File: config.mk
export PLATFORM = sky130hd
export DESIGN_NAME = adc_cfg_arbiter
export DESIGN_NICKNAME = d
export VERILOG_FILES = /design/src/rtl/adc_cfg_arbiter_pkg.sv /design/src/rtl/adc_cfg_watchdog.sv /design/src/rtl/adc_cfg_arbiter.sv
export SDC_FILE = /design/constraint.sdc
export NUM_CORES = 1
export LEC_CHECK = 0
export CAP_MARGIN = 30
export CORE_MARGIN = 1
export CORE_UTILIZATION = 29
export DETAILED_ROUTE_END_ITERATION = 12
export PLACE_DENSITY = 0.67
export SLEW_MARGIN = 20
export SYNTH_ARGS = -nofsm -noshare
export SYNTH_HDL_FRONTEND = slang
export SYNTH_SLANG_ARGS = --single-unit
File: constraint.sdc
create_clock -name clk -period 2.01 [get_ports clk]
set_clock_uncertainty 0.1 [all_clocks]
set_input_delay 0.3015 -clock clk [delete_from_list [all_inputs] [get_ports clk]]
set_output_delay 0.3015 -clock clk [all_outputs]
set_load 0.005 [all_outputs]
File: src/rtl/adc_cfg_arbiter_pkg.sv
// adc_cfg_arbiter_pkg: shared state encoding, owner codes and the
// round-robin winner helper for the ADC configuration-engine arbiter.
package adc_cfg_arbiter_pkg;

  // Gray-ordered so each legal transition flips a single bit.
  typedef enum logic [1:0] {
    ST_IDLE  = 2'b00,
    ST_GRANT = 2'b01,
    ST_WAIT  = 2'b11,
    ST_DONE  = 2'b10
  } state_t;

  localparam logic OWN_AUTO = 1'b0;
  localparam logic OWN_SC   = 1'b1;

  localparam int DEFAULT_DATA_W = 24;

  // Picks the requester to serve. On a tie the one that did not own the
  // engine last time wins, so neither side can be starved.
  function automatic logic pick_winner(input logic auto_req,
                                       input logic sc_req,
                                       input logic last_owner);
    logic win;
    if (auto_req && sc_req) begin
      win = ~last_owner;
    end else if (sc_req) begin
      win = OWN_SC;
    end else begin
      win = OWN_AUTO;
    end
    return win;
  endfunction

endpackage

File: src/rtl/adc_cfg_watchdog.sv
// adc_cfg_watchdog: cycle counter that flags when a transfer has been
// outstanding for LIMIT cycles. Cleared whenever clr is high, counts while
// en is high. expire is asserted during the LIMIT-th enabled cycle, so the
// caller's registered reaction lands exactly LIMIT cycles after counting began.
// LIMIT must be at least 1 and below 2**W.
module adc_cfg_watchdog #(
  parameter int LIMIT = 4095,
  parameter int W     = 12
) (
  input  logic clk,
  input  logic rstb,
  input  logic clr,
  input  logic en,
  output logic expire
);

  localparam logic [W-1:0] LAST = W'(LIMIT - 1);

  logic [W-1:0] count_q;
  logic [W-1:0] count_d;

  // Next count: clear has priority, otherwise increment while enabled.
  always_comb begin
    count_d = count_q;
    if (clr) begin
      count_d = '0;
    end else if (en) begin
      count_d = count_q + W'(1);
    end
  end

  // Counter register.
  always_ff @(posedge clk or negedge rstb) begin
    if (!rstb) begin
      count_q <= '0;
    end else begin
      count_q <= count_d;
    end
  end

  assign expire = en && (count_q == LAST);

endmodule

File: src/rtl/adc_cfg_arbiter.sv
// adc_cfg_arbiter: shares one ADC serial-configuration engine between the
// power-up auto sequencer and slow-control writes. IDLE -> GRANT (start
// pulse, word latched) -> WAIT (for cfg_end) -> DONE (done pulse) -> IDLE.
// All outputs are registered. adc_rst flushes back to IDLE from any state.
// Build option: define ADCARB_TIMEOUT_EN to include a WAIT watchdog that
// forces completion with an err_to pulse after TO_CYCLES cycles; without it
// err_to stays 0 and WAIT lasts until cfg_end or adc_rst.
module adc_cfg_arbiter
  import adc_cfg_arbiter_pkg::*;
#(
  parameter int DATA_W    = DEFAULT_DATA_W,
  parameter int TO_CYCLES = 4095,
  parameter int TO_W      = 12
) (
  input  logic              clk,
  input  logic              rstb,
  input  logic              adc_rst,
  input  logic              auto_req,
  input  logic [DATA_W-1:0] auto_data,
  output logic              auto_gnt,
  output logic              auto_done,
  input  logic              sc_req,
  input  logic [DATA_W-1:0] sc_data,
  output logic              sc_gnt,
  output logic              sc_done,
  output logic              cfg_start,
  output logic [DATA_W-1:0] cfg_data,
  input  logic              cfg_end,
  output logic              busy,
  output logic              owner,
  output logic              err_to
);

  state_t            state_q, state_d;
  logic              owner_q, owner_d;
  logic [DATA_W-1:0] cfg_data_q, cfg_data_d;
  logic              auto_gnt_q, auto_gnt_d;
  logic              sc_gnt_q, sc_gnt_d;
  logic              auto_done_q, auto_done_d;
  logic              sc_done_q, sc_done_d;
  logic              cfg_start_q, cfg_start_d;
  logic              busy_q, busy_d;
  logic              err_to_q, err_to_d;

  logic              winner;
  logic              to_expire;

  assign winner = pick_winner(auto_req, sc_req, owner_q);

`ifdef ADCARB_TIMEOUT_EN
  logic to_clr;
  logic to_en;

  // The watchdog only runs in WAIT and restarts from zero on every entry.
  assign to_en  = (state_q == ST_WAIT);
  assign to_clr = adc_rst || (state_q != ST_WAIT);

  adc_cfg_watchdog #(
    .LIMIT (TO_CYCLES),
    .W     (TO_W)
  ) u_watchdog (
    .clk    (clk),
    .rstb   (rstb),
    .clr    (to_clr),
    .en     (to_en),
    .expire (to_expire)
  );
`else
  // No watchdog: the timeout limit is only sanity-checked, never acted on.
  localparam logic TO_CFG_OK = (TO_CYCLES >= 1) && (TO_CYCLES < (2 ** TO_W));
  assign to_expire = TO_CFG_OK & 1'b0;
`endif

  // Next-state and next-output logic; outputs are precomputed so they
  // appear registered in the same cycle as the state they belong to.
  always_comb begin
    state_d     = state_q;
    owner_d     = owner_q;
    cfg_data_d  = cfg_data_q;
    auto_gnt_d  = auto_gnt_q;
    sc_gnt_d    = sc_gnt_q;
    busy_d      = busy_q;
    auto_done_d = 1'b0;
    sc_done_d   = 1'b0;
    cfg_start_d = 1'b0;
    err_to_d    = 1'b0;

    if (adc_rst) begin
      // Flush wins over cfg_end, timeout and new requests; owner and the
      // last word are deliberately kept for debug visibility.
      state_d    = ST_IDLE;
      auto_gnt_d = 1'b0;
      sc_gnt_d   = 1'b0;
      busy_d     = 1'b0;
    end else begin
      case (state_q)
        ST_IDLE: begin
          auto_gnt_d = 1'b0;
          sc_gnt_d   = 1'b0;
          busy_d     = 1'b0;
          if (auto_req || sc_req) begin
            state_d     = ST_GRANT;
            owner_d     = winner;
            cfg_data_d  = (winner == OWN_SC) ? sc_data : auto_data;
            cfg_start_d = 1'b1;
            auto_gnt_d  = (winner == OWN_AUTO);
            sc_gnt_d    = (winner == OWN_SC);
            busy_d      = 1'b1;
          end
        end

        ST_GRANT: begin
          // A cfg_end here belongs to no transfer of ours and is ignored.
          state_d = ST_WAIT;
        end

        ST_WAIT: begin
          if (cfg_end || to_expire) begin
            state_d     = ST_DONE;
            auto_gnt_d  = 1'b0;
            sc_gnt_d    = 1'b0;
            auto_done_d = (owner_q == OWN_AUTO);
            sc_done_d   = (owner_q == OWN_SC);
            // A real end in the same cycle as expiry is a normal completion.
            err_to_d    = to_expire && !cfg_end;
          end
        end

        ST_DONE: begin
          state_d = ST_IDLE;
          busy_d  = 1'b0;
        end

        default: begin
          state_d    = ST_IDLE;
          auto_gnt_d = 1'b0;
          sc_gnt_d   = 1'b0;
          busy_d     = 1'b0;
        end
      endcase
    end
  end

  // State and registered outputs.
  always_ff @(posedge clk or negedge rstb) begin
    if (!rstb) begin
      state_q     <= ST_IDLE;
      owner_q     <= OWN_SC;
      cfg_data_q  <= '0;
      auto_gnt_q  <= 1'b0;
      sc_gnt_q    <= 1'b0;
      auto_done_q <= 1'b0;
      sc_done_q   <= 1'b0;
      cfg_start_q <= 1'b0;
      busy_q      <= 1'b0;
      err_to_q    <= 1'b0;
    end else begin
      state_q     <= state_d;
      owner_q     <= owner_d;
      cfg_data_q  <= cfg_data_d;
      auto_gnt_q  <= auto_gnt_d;
      sc_gnt_q    <= sc_gnt_d;
      auto_done_q <= auto_done_d;
      sc_done_q   <= sc_done_d;
      cfg_start_q <= cfg_start_d;
      busy_q      <= busy_d;
      err_to_q    <= err_to_d;
    end
  end

  assign auto_gnt  = auto_gnt_q;
  assign sc_gnt    = sc_gnt_q;
  assign auto_done = auto_done_q;
  assign sc_done   = sc_done_q;
  assign cfg_start = cfg_start_q;
  assign cfg_data  = cfg_data_q;
  assign busy      = busy_q;
  assign owner     = owner_q;
  assign err_to    = err_to_q;

endmodule

==> out/metrics.csv <==
metric,value,unit
status,completed,
"CP delay by family, top",flip-flops,
reg2reg path depth,4,
Synth Area per Inst,13.26,sq um
setup violators final,0,
post-synthesis register bit count,33,
post-synthesis xor/xnor area fraction,0,
"Distinct cells, synth",26,
H-tree depth,2,
worst-path cell chain,clkdlybuf4s50_1,
Worst EP required,1.61,ns
crit path max fanout,6,
Synthesized Nets,166,
worst slack at placement,0.1115,ns
remaining antenna violation count,0,
simple-gate share of the synthesized area,0.1685,
HPWL after detailed placement,3.097,mm
final routed DRC violation total,0,
Total GRT Usage,0.1662,
initial antenna violation count,0,
"Reg clk slew, reported paths",0.07,ns
sequential area share after synthesis,0.5569,
num rows,25,
Mapped Area,1485,sq um
vias in the first global route,1368,
critical path depth,1,
critical path arrival,1.37,ns
Final Cycle Share,0.8827,
Vias per Instance,4.963,
CTS resizes,0,
synth warn,0,
Period minus WS final,1.774,ns
DIE HEIGHT,73.57,microns
WL final,4.369,mm
CTS tree,built,
power per cell area,819.4,nW/um^2
multi-input logic area,595.6,sq um
CTS max path bufs,2,
Clock Latency Late Sink,0.28,ns
CP max stage delay,0.58,ns
critical path's slowest cell,dfstp_2,
via count,1325,
Cells after Synth,112,
TNS Setup,0,ns
P_leak,0.9525,nW
Buffers on Ports,84,
Buf/Inv on CP,1,
Wirelength per Cell,16.36,microns
Starting DRT DRC Count,65,
number of max-cap violations,0,
area delta synth->final,69.92,%
area share of fa/ha/maj cells after synthesis,0,
I/O pin cnt,86,
# fillers,427,
largest net degree at the start of global routing,34,
Sinks on Clock Net,33,
hold_buf cts,0,
first-pass GRT wire length,6.699,mm
CP startpoint kind,flop,
slack of the critical path,0.2358,ns
highest clock rate,563.6,MHz
Final Hold Vio Count,0,
main combinational cell family by area after synthesis,compound AO/OA/AOI/OAI gates,
routability cong.,0.6649,
FF/Latch Area,827.0,sq um
RSZ-0062 raised after global routing,no,
postcts setup bufs,0,
Clock Tree Root,clkbuf_8,
Die Footprint,5412,sq um
Hold Crit Class,in2async,
Core Footprint,4817,sq um
first drt pass iteration count,4,
critical path type,reg2out,
Chip Width,73.57,microns
Largest register FFs,24,
share of post-route cells with drive strength above 1,0.08000,
Final Max Tran Viols,0,
Starting Density,0.3083,
VDD IR-drop max,0.0002576,V
Antenna Cells,0,
mux cell area share after synthesis,0,
GRT overflow,0,
CTS buffer count,5,
Final #Nets,253,
Critical Path End Type,primary output,
Compound-Gate Fraction of Synth Area,0.2275,
synthesized netlist by cell type:
cell type,number,area share
nor2b_1,1,0.0042
nor2_1,2,0.0051
a21o_1,1,0.0051
o221a_1,24,0.18
a31oi_1,1,0.0042
o21bai_1,2,0.010
clkbuf_1,4,0.010
nand3_1,1,0.0034
nand3b_1,24,0.12
a21bo_1,1,0.0067
nand2b_1,2,0.0084
conb_1,1,0.0025
a22o_1,1,0.0059
a21boi_1,1,0.0051
a21oi_1,1,0.0034
inv_1,1,0.0025
and2_1,1,0.0042
o21a_1,1,0.0051
buf_2,2,0.0067
buf_4,2,0.010
dfrtp_1,32,0.54
or2_1,1,0.0042
nand3_2,1,0.0067
dfstp_2,1,0.018
nor3_4,1,0.011
buf_6,2,0.015
metrics by stage:
step / hold slack (ns) / instances / total power, mW / cell area [sq um] / util
final: 0.3096 / 267 / 2.068 / 2524 / 0.5239
after global routing: 0.3696 / 267 / 2.171 / 2524 / 0.5239
after CTS: 0.3210 / 267 / 2.088 / 2524 / 0.5239
after detailed placement: 0.3751 / 259 / 1.571 / 2434 / 0.5052
after global placement: 0.3755 / 259 / 1.550 / 2434 / 0.5052
after floorplan: -0.09409 / 112 / 1.114 / 1485 / -
logic make-up (layout without fill, tap and decap cells):
group           count (synthesis)  after routing
compound gates                 33             33
buf+inv                        11             99
flops                          33             33
other cells                     1              1
simple gates                   34             34
worst paths after layout:
check                                start  slack (ns)           end
worst max-delay path                 owner        0.24         owner
worst min-delay path                  rstb        0.31  cfg_data[19]
worst max register to register  state_q[1]        0.51  cfg_data[10]
worst min register to register        busy        0.40          busy
max in group asynchronous             rstb        1.16         owner
min in group clk                      busy        0.40          busy
metal layers:
layer | track usage | up-vias | routed length, microns
met5 | 0 | - | 0
met2 | 0.2762 | 71 | 2021
li1 | - | 612 | -
met1 | 0.2064 | 637 | 1918
met4 | 0.05769 | 0 | 38
met3 | 0.04664 | 5 | 390
power breakdown:
| part | internal [mW] | leakage [nW] | total, mW | switching, mW |
|---|---|---|---|---|
| Sequential | 0.802 | 0.380 | 0.888 | 0.0859 |
| Combinational | 0.465 | 0.527 | 0.666 | 0.201 |
| Clock | 0.279 | 0.0455 | 0.514 | 0.235 |
| Total | 1.55 | 0.953 | 2.07 | 0.522 |
cell type report:
type,count,share of cell area
tap,67,0.03322
inverter,1,0.001487
sequential,33,0.3277
timing repair buffer,90,0.3659
clock buffer,8,0.03570
multi-input combinational,68,0.2360
layout by cell type (no fill, tap or decap), types with 2 or more instances in the layout:
cell	count
buf_4	3
o221a_1	24
nand2b_1	2
clkbuf_1	2
buf_12	3
clkbuf_8	6
dfrtp_1	32
clkdlybuf4s50_1	84
o21bai_1	2
nand3b_1	24
nor2_1	2
Note: power is estimated with default switching activity, not from simulation.
